## src/rtl/rf_wb_pkg.sv

```systemverilog
// Shared types for the register-file write-port arbiter: request record and grant encoding.
package rf_wb_pkg;

    localparam int DEF_ADDR_W = 5;
    localparam int DEF_DATA_W = 32;

    typedef struct packed {
        logic [DEF_ADDR_W-1:0] addr;
        logic [DEF_DATA_W-1:0] data;
    } wb_req_t;

    typedef enum logic [1:0] {
        GNT_NONE,
        GNT_A,
        GNT_B
    } gnt_e;

endpackage

```

## src/rtl/rf_wb_fifo.sv

```systemverilog
// Small synchronous FIFO for port-B write requests; exposes every slot's address and
// occupancy so the arbiter can flag read-after-write hazards on queued writes.
module rf_wb_fifo
    import rf_wb_pkg::*;
#(
    parameter type req_t  = wb_req_t,
    parameter int  ADDR_W = DEF_ADDR_W,
    parameter int  DEPTH  = 2,
    localparam int PTR_W  = $clog2(DEPTH),
    localparam int CNT_W  = PTR_W + 1
) (
    input  logic                         clk,
    input  logic                         rst_n,
    input  logic                         push,
    input  req_t                         push_req,
    input  logic                         pop,
    output req_t                         head,
    output logic [CNT_W-1:0]             count,
    output logic [DEPTH-1:0]             ent_valid,
    output logic [DEPTH-1:0][ADDR_W-1:0] ent_addr
);

    req_t             mem [DEPTH];
    logic [PTR_W-1:0] rd_ptr;
    logic [PTR_W-1:0] wr_ptr;

    always_ff @(posedge clk or negedge rst_n) begin
        if (!rst_n) begin
            rd_ptr <= '0;
            wr_ptr <= '0;
            count  <= '0;
        end else begin
            if (push) wr_ptr <= wr_ptr + 1'b1;
            if (pop)  rd_ptr <= rd_ptr + 1'b1;
            count <= count + CNT_W'(push) - CNT_W'(pop);
        end
    end

    // Payload storage needs no reset: a slot is only observed while ent_valid marks it.
    always_ff @(posedge clk) begin
        if (push) mem[wr_ptr] <= push_req;
    end

    assign head = mem[rd_ptr];

    for (genvar i = 0; i < DEPTH; i++) begin : g_ent
        logic [PTR_W-1:0] off;
        assign off          = PTR_W'(i) - rd_ptr;
        assign ent_valid[i] = CNT_W'(off) < count;
        assign ent_addr[i]  = mem[i].addr;
    end

endmodule

```

## src/rtl/rf_wb_arbiter.sv

```systemverilog
// Shares the register file's single write port between pipeline writeback (A) and a
// buffered multi-cycle unit (B) with bounded starvation of B and hazard reporting.
module rf_wb_arbiter
    import rf_wb_pkg::*;
#(
    parameter int DATA_W   = DEF_DATA_W,
    parameter int ADDR_W   = DEF_ADDR_W,
    parameter int B_DEPTH  = 2,
    parameter int MAX_WAIT = 4
) (
    input  logic                       clk,
    input  logic                       rst_n,
    input  logic                       a_valid,
    input  logic [ADDR_W-1:0]          a_addr,
    input  logic [DATA_W-1:0]          a_data,
    output logic                       a_ready,
    input  logic                       b_valid,
    input  logic [ADDR_W-1:0]          b_addr,
    input  logic [DATA_W-1:0]          b_data,
    output logic                       b_ready,
    output logic                       rf_we,
    output logic [ADDR_W-1:0]          rf_wa,
    output logic [DATA_W-1:0]          rf_wd,
    input  logic [ADDR_W-1:0]          ra1,
    input  logic [ADDR_W-1:0]          ra2,
    output logic                       haz1,
    output logic                       haz2,
    output logic [$clog2(B_DEPTH):0]   b_count
);

    localparam int CNT_W  = $clog2(B_DEPTH) + 1;
    localparam int WAIT_W = $clog2(MAX_WAIT + 1);

    typedef struct packed {
        logic [ADDR_W-1:0] addr;
        logic [DATA_W-1:0] data;
    } req_t;

    req_t                          head;
    req_t                          sel;
    logic [B_DEPTH-1:0]            ent_valid;
    logic [B_DEPTH-1:0][ADDR_W-1:0] ent_addr;
    logic [WAIT_W-1:0]             wait_cnt;
    gnt_e                          gnt;
    logic                          fifo_empty;
    logic                          same_addr;
    logic                          force_b;
    logic                          push;

    rf_wb_fifo #(
        .req_t  (req_t),
        .ADDR_W (ADDR_W),
        .DEPTH  (B_DEPTH)
    ) u_fifo (
        .clk       (clk),
        .rst_n     (rst_n),
        .push      (push),
        .push_req  (req_t'{addr: b_addr, data: b_data}),
        .pop       (gnt == GNT_B),
        .head      (head),
        .count     (b_count),
        .ent_valid (ent_valid),
        .ent_addr  (ent_addr)
    );

    assign fifo_empty = (b_count == '0);
    assign same_addr  = a_valid && (a_addr != '0) && (head.addr == a_addr);
    assign force_b    = (wait_cnt >= WAIT_W'(MAX_WAIT));

    // The queued B write is older, so it must land before a younger A write to the same register.
    always_comb begin
        gnt = GNT_NONE;
        if (fifo_empty) begin
            if (a_valid) gnt = GNT_A;
        end else if (same_addr || force_b) begin
            gnt = GNT_B;
        end else if (a_valid) begin
            gnt = GNT_A;
        end else begin
            gnt = GNT_B;
        end
    end

    assign a_ready = rst_n && !(!fifo_empty && (same_addr || force_b));
    assign b_ready = rst_n && (b_count < CNT_W'(B_DEPTH));
    assign push    = b_valid && b_ready;
    assign sel     = (gnt == GNT_B) ? head : req_t'{addr: a_addr, data: a_data};

    always_ff @(posedge clk or negedge rst_n) begin
        if (!rst_n) begin
            rf_we    <= 1'b0;
            rf_wa    <= '0;
            rf_wd    <= '0;
            wait_cnt <= '0;
        end else begin
            rf_we <= 1'b0;
            if (gnt != GNT_NONE) begin
                rf_we <= (sel.addr != '0);
                rf_wa <= sel.addr;
                rf_wd <= sel.data;
            end
            if (fifo_empty || gnt == GNT_B) begin
                wait_cnt <= '0;
            end else if (!force_b) begin
                wait_cnt <= wait_cnt + 1'b1;
            end
        end
    end

    always_comb begin
        haz1 = rf_we && (rf_wa == ra1);
        haz2 = rf_we && (rf_wa == ra2);
        for (int i = 0; i < B_DEPTH; i++) begin
            if (ent_valid[i] && ent_addr[i] == ra1) haz1 = 1'b1;
            if (ent_valid[i] && ent_addr[i] == ra2) haz2 = 1'b1;
        end
        if (!rst_n || ra1 == '0) haz1 = 1'b0;
        if (!rst_n || ra2 == '0) haz2 = 1'b0;
    end

endmodule

```

## config.mk

```make
export PLATFORM = sky130hd
export DESIGN_NAME = rf_wb_arbiter
export DESIGN_NICKNAME = d
export VERILOG_FILES = /design/src/rtl/rf_wb_pkg.sv /design/src/rtl/rf_wb_fifo.sv /design/src/rtl/rf_wb_arbiter.sv
export SDC_FILE = /design/constraint.sdc
export NUM_CORES = 1
export LEC_CHECK = 0
export BUFFER_PORTS_ARGS = -buffer_cell sky130_fd_sc_hd__buf_4
export CORE_MARGIN = 2
export CORE_UTILIZATION = 50
export CTS_CLUSTER_SIZE = 8
export DETAILED_ROUTE_END_ITERATION = 12
export PLACE_DENSITY = 0.75
export SLEW_MARGIN = 5
export SYNTH_ARGS = -nofsm -noshare
export SYNTH_HDL_FRONTEND = slang
export SYNTH_SLANG_ARGS = --single-unit
export TNS_END_PERCENT = 30
```

## constraint.sdc

```tcl
create_clock -name clk -period 7.3 [get_ports clk]
set_input_delay 0.73 -clock clk [delete_from_list [all_inputs] [get_ports clk]]
set_output_delay 0.73 -clock clk [all_outputs]
set_load 0.005 [all_outputs]
```

# Word-level counts from Yosys, hierarchy flattened
# Memory sizes are Yosys's and may differ from the RTL's.
# Cells that the tools add are included.
dict set report totals {
  register_bits 45
  mem_bits_rw 74
  inputBits 88
  out_inout_bits 44
  wordCells 69
  n_memories 1
}
# memory depth word_bits rd rd_ports_with_merged_regs wr line
set mem_list {}
lappend mem_list {u_fifo.mem 2 37 3 0 1 rf_wb_fifo.sv:23} ;# req_t mem [DEPTH];
dict set report classes {
  addsub 7
  magnitude_cmp 4
  eq_ne 9
  muxes 16
  reduce_logical 25
}
# op n
set op_table {}
lappend op_table {{37-bit 2-to-1 mux} 1}
lappend op_table {{5-bit == test} 7}
lappend op_table {{1-bit logical AND} 12}
lappend op_table {{5-bit zero test} 2}
lappend op_table {{1-bit 2-to-1 mux} 10}
lappend op_table {{5-bit nonzero test} 2}
lappend op_table {{2-bit 2-to-1 mux} 3}
lappend op_table {{3-bit 2-to-1 mux} 2}
lappend op_table {{1-bit logical OR} 4}
lappend op_table {{1-bit by 2-bit less-than comparator with 1-bit output} 2}
lappend op_table {{3-bit by 1-bit adder with 3-bit output, second input constant} 1}
lappend op_table {{3-bit greater-or-equal comparator, second input constant} 1}
lappend op_table {{1-bit zero test} 3}
lappend op_table {{1-bit adder, second input constant} 2}
lappend op_table {{2-bit by 1-bit adder with 2-bit output} 1}
lappend op_table {{2-bit == test, second input constant} 1}
lappend op_table {{2-bit zero test} 1}
lappend op_table {{2-bit less-than comparator, second input constant} 1}
lappend op_table {{2-bit by 1-bit inequality test with 1-bit output, second input constant} 1}
lappend op_table {{2-bit nonzero test} 1}
lappend op_table {{1-bit subtractor, first input constant} 2}
lappend op_table {{2-bit by 1-bit subtractor with 2-bit output} 1}

# Logic depth before layout (Yosys ltp)
dict set report depth {
  word_depth 10
  mapped_depth 13
  depth_no_buf 10
}

# Hierarchy
# A second synthesis with hierarchy kept.
dict set report unflattened {
  cells_unflattened 441
  area_unflattened_um2 5540.3
}
# module n_inst cells_per_inst area_each_um2 seq_area_each_um2
set modules_own_cells {}
lappend modules_own_cells {rf_wb_fifo 1 141 2954.1 2322.2}
lappend modules_own_cells {rf_wb_arbiter 1 300 2586.2 1026.0}

# Worst setup path before layout
# OpenSTA, ideal clock, no wires.
dict set report synth_timing {
  path_type {in2reg}
  startpoint {input rst_n}
  endpoint {memory u_fifo.mem[0][0] (netlist name) (enable)}
  setup_time_ns 0.431
  t_arrival_ns 2.630
  t_required_ns 6.869
  path_slack_ns 4.239
  stages 3
  n_path_buf 0
  path_cell_list {nor2b_1 nand2_1 nor2_1}
}
dict set report synth_via {
  elab_chain_cells 4
}
# item line
set synth_lines {}
lappend synth_lines {{from (decl)} rf_wb_arbiter.sv:12} ;# input logic rst_n,
lappend synth_lines {{1-bit logical AND} rf_wb_arbiter.sv:85} ;# assign b_ready = rst_n && (b_count < CNT_W'(B_DEPTH));
lappend synth_lines {{1-bit logical AND} rf_wb_arbiter.sv:86} ;# assign push = b_valid && b_ready;
lappend synth_lines {{1-bit 2-to-1 mux} rf_wb_fifo.sv:41} ;# if (push) mem[wr_ptr] <= push_req;
lappend synth_lines {{1-bit 2-to-1 mux (not written as such)} rf_wb_fifo.sv:41}
lappend synth_lines {{to (decl)} rf_wb_fifo.sv:23}
# Every way passes these cells.

# Worst setup path after layout
dict set report layout_timing {
  startpoint {register u_fifo.rd_ptr}
  endpoint {output a_ready}
}
dict set report layout_via {
  elab_chain_cells 7
}
# item line
set layout_lines {}
lappend layout_lines {{from (decl)} rf_wb_fifo.sv:24} ;# logic [PTR_W-1:0] rd_ptr;
lappend layout_lines {{from (signal assigned)} rf_wb_fifo.sv:34} ;# if (pop) rd_ptr <= rd_ptr + 1'b1;
lappend layout_lines {{memory 2 x 37 bit} --}
lappend layout_lines {{5-bit == test} rf_wb_arbiter.sv:67} ;# assign same_addr = a_valid && (a_addr != '0) && (head.addr == a_addr);
lappend layout_lines {{1-bit logical AND} rf_wb_arbiter.sv:67}
lappend layout_lines {{1-bit logical OR} rf_wb_arbiter.sv:84} ;# assign a_ready = rst_n && !(!fifo_empty && (same_addr || force_b));
lappend layout_lines {{1-bit logical AND} rf_wb_arbiter.sv:84}
lappend layout_lines {{1-bit zero test} rf_wb_arbiter.sv:84}
lappend layout_lines {{1-bit logical AND} rf_wb_arbiter.sv:84}
lappend layout_lines {{to (decl)} rf_wb_arbiter.sv:16} ;# output logic a_ready,
# Every way passes these cells.

==> results.cfg <==
[floorplan]
rows = 38
fp.coreArea_um2 = 10940
start_util = 0.5181
dieArea_um2 = 12200
die_w_um = 110.4
die_y_um = 110.4
boundaryPins = 132

[grt]
grt_max_degree = 52
grt_pass1_vias = 4583
grt.total_usage = 0.2435
grt_overflow = 0
antenna_found_initial = 0
grt_pass1_wl_um = 23790

[worst_setup_path]
r2r_slack_ns = 3.59
crit_path_max_incr_delay_ns = 1.04
path_cells = mux2i_1 -> xnor2_1 -> nor4_2 -> a41oi_1 -> buf_4
start_kind = register
critPathKind = reg2out
crit_slowest_cell = dfrtp_2
crit_required_ns = 6.57
arrival_ns = 3.02
path_max_fanout = 41
cp-end-kind = output pin

[sta]
skew_ns = 0.007353
fmax_mhz = 267.0
worst_pin_slew_ns = 1.154
hold_viol = 0
finalMaxSlewViolations = 0
max_slew_margin = 0.2290
timing.final.crit_share = 0.5131
fin_crit_ns = 3.745
setup_tns_ns = 0
setup_viol = 0
rsz0062_at_grt = false

[synth]
async_flop_share = 0.3782
yosysSeqAreaShare = 0.5910
yosys_warnings = 0
syn_nets = 539
yosys.cell_types.count = 41
synthCells = 447
syn_area_um2 = 5665
synth_edf_count = 74
ys_seq_elements = 119
synth_flop_cell = edfxtp_1
syn_area_per_cell_um2 = 12.67

[layout]
final_core_util = 0.6685
multiInputGateArea_um2 = 2161
seqCellArea_um2 = 3349
fin_cells = 719
syn2layout_area_growth_pct = 29.04
nNetsFinal = 658
fillCellCount = 802
antenna_cells = 0
layout-drive-gt1-share = 0.3541

[route]
wl_per_cell_um = 20.49
drt_iter0_markers = 470
drt_wl_total_um = 14740
via_count = 4479
vias_per_cell = 6.229
drt-pass1-iter-count = 5
antenna_left = 0
drc = 0

[clock_network]
cts_setup_buffers = 0
cts_tree = yes
htreeDepth = 4
cts_resized = 0
hold_buffers = 0
cts_buffer_depth = 2
cts_sinks = 119
path_clk_slew_ns = 0.05
cts_buffers = 17
clk_latency_ns = 0.40
cts-root-buf = clkbuf_16

[pwr]
ir_worst_vdd_uv = 183.7
cellPowerDensity_nw_per_um2 = 392.3
power.leakage_uw = 0.002840

[min_path]
hold_path_class = in2async

[placement]
gp_congestion = 0.9570
port_buffers = 131
hpwlAfterDp_um = 9281
dp.cells = 687

[run]
maxCapViolCount = 0

[run_status]
outcome = completed
-- cells in the mapped netlist (2+ instances only) --
library cell	count	area (µm²)
a21oi_1	36	180.2
a221o_1	34	340.3
a31oi_1	4	25.02
and3_1	4	25.02
buf_1	5	18.77
buf_2	3	15.01
buf_6	4	45.04
clkbuf_1	22	82.58
dfrtp_1	45	1126
edfxtp_1	74	2222
ha_1	4	50.05
inv_1	6	22.52
mux2_2	33	371.6
mux2i_1	2	20.02
mux2i_2	2	27.53
nand2_1	8	30.03
nand2b_1	2	12.51
nand3_1	7	35.03
nor2_1	7	26.28
nor2b_1	2	12.51
nor4_1	7	43.79
o2111ai_1	2	17.52
o21ai_0	47	235.2
o22ai_1	32	200.2
o311ai_0	2	17.52
or4_1	3	22.52
xnor2_1	17	148.9
xor2_1	20	175.2
-- area by class of cell --
type	instances	share of cell area
inverter	6	0.003081
tap	140	0.02396
clock inverter	10	0.02088
multi-input combinational	288	0.2956
clock buffer	22	0.06076
sequential	119	0.4582
timing repair buffer	134	0.1376
-- cells in the final DEF, fill, tap and decap left out, drive strengths merged, types with 7 or more instances in the layout --
cell type / count
nand2: 8
a21oi: 37
nor2: 7
a221o: 34
buf: 134
edfxtp: 74
dfrtp: 45
o21ai: 47
xnor2: 17
clkbuf: 22
nand3: 7
mux2: 33
xor2: 20
nor4: 8
o22ai: 32
-- power by group --
group | switching, µW | leakage, µW | internal (µW) | total (µW)
clock network | 279 | 0.000293 | 568 | 847
registers | 182 | 0.00120 | 884 | 1070
logic | 481 | 0.00135 | 475 | 956
total | 942 | 0.00284 | 1930 | 2870
-- stage by stage --
stage          hold WS, ns  total power [µW]  worst slack (ns)  area, µm²
2_1_floorplan       0.4344              1617             4.239       5665
3_3_place_gp        0.5303              1969             3.769       6714
3_5_place_dp        0.5394              2015             3.620       6714
4_1_cts             0.3629              2870             3.557       7311
5_1_grt             0.3871              3020             3.354       7311
6_report            0.3477              2868             3.555       7311
-- per-layer routing --
layer,wire length (µm),vias up,GRT usage
li1,-,2002,-
met1,6013,2216,0.3254
met2,7320,243,0.3992
met3,1232,18,0.05873
met4,169,0,0.06917
met5,0,-,0
-- worst paths after layout --
check | start | end | depth (start not counted)
min reg2reg | u_fifo.wr_ptr$_DFFE_PN0P_ | u_fifo.wr_ptr$_DFFE_PN0P_ | 1
min in group clk | b_addr[1] | u_fifo.mem[1][33]$_DFFE_PP_ | 1
max reg2reg | u_fifo.rd_ptr$_DFFE_PN0N_ | u_fifo.count[1]$_DFF_PN0_ | 10
max in group asynchronous | rst_n | u_fifo.rd_ptr$_DFFE_PN0N_ | 1
min | rst_n | rf_wa[0]$_DFFE_PN0P_ | 1
max | u_fifo.rd_ptr$_DFFE_PN0N_ | a_ready | 5
-- worst max-delay path: cells and delay by family (launching register included) --
kind	cells	cell delay [ns]
simple gates	1	0.50
compound gates	1	0.23
buf+inv	1	0.21
mux	1	0.47
flops	1	1.04
xor+xnor	1	0.16
-- kinds of logic after synthesis --
kind of cell	share of synthesized area
mux	0.07399
simple gates	0.04837
fa+ha+maj	0.008834
compound gates	0.1882
buf+inv	0.03246
xor+xnor	0.05720
flops	0.5910
-- state kept, by name (all words and copies together), names as in the netlist --
register       flops
u_fifo.mem        74
rf_wd             32
rf_wa              5
wait_cnt           3
u_fifo.count       2
rf_we              1
u_fifo.rd_ptr      1
u_fifo.wr_ptr      1
Note: power is estimated with default switching activity, not from simulation.
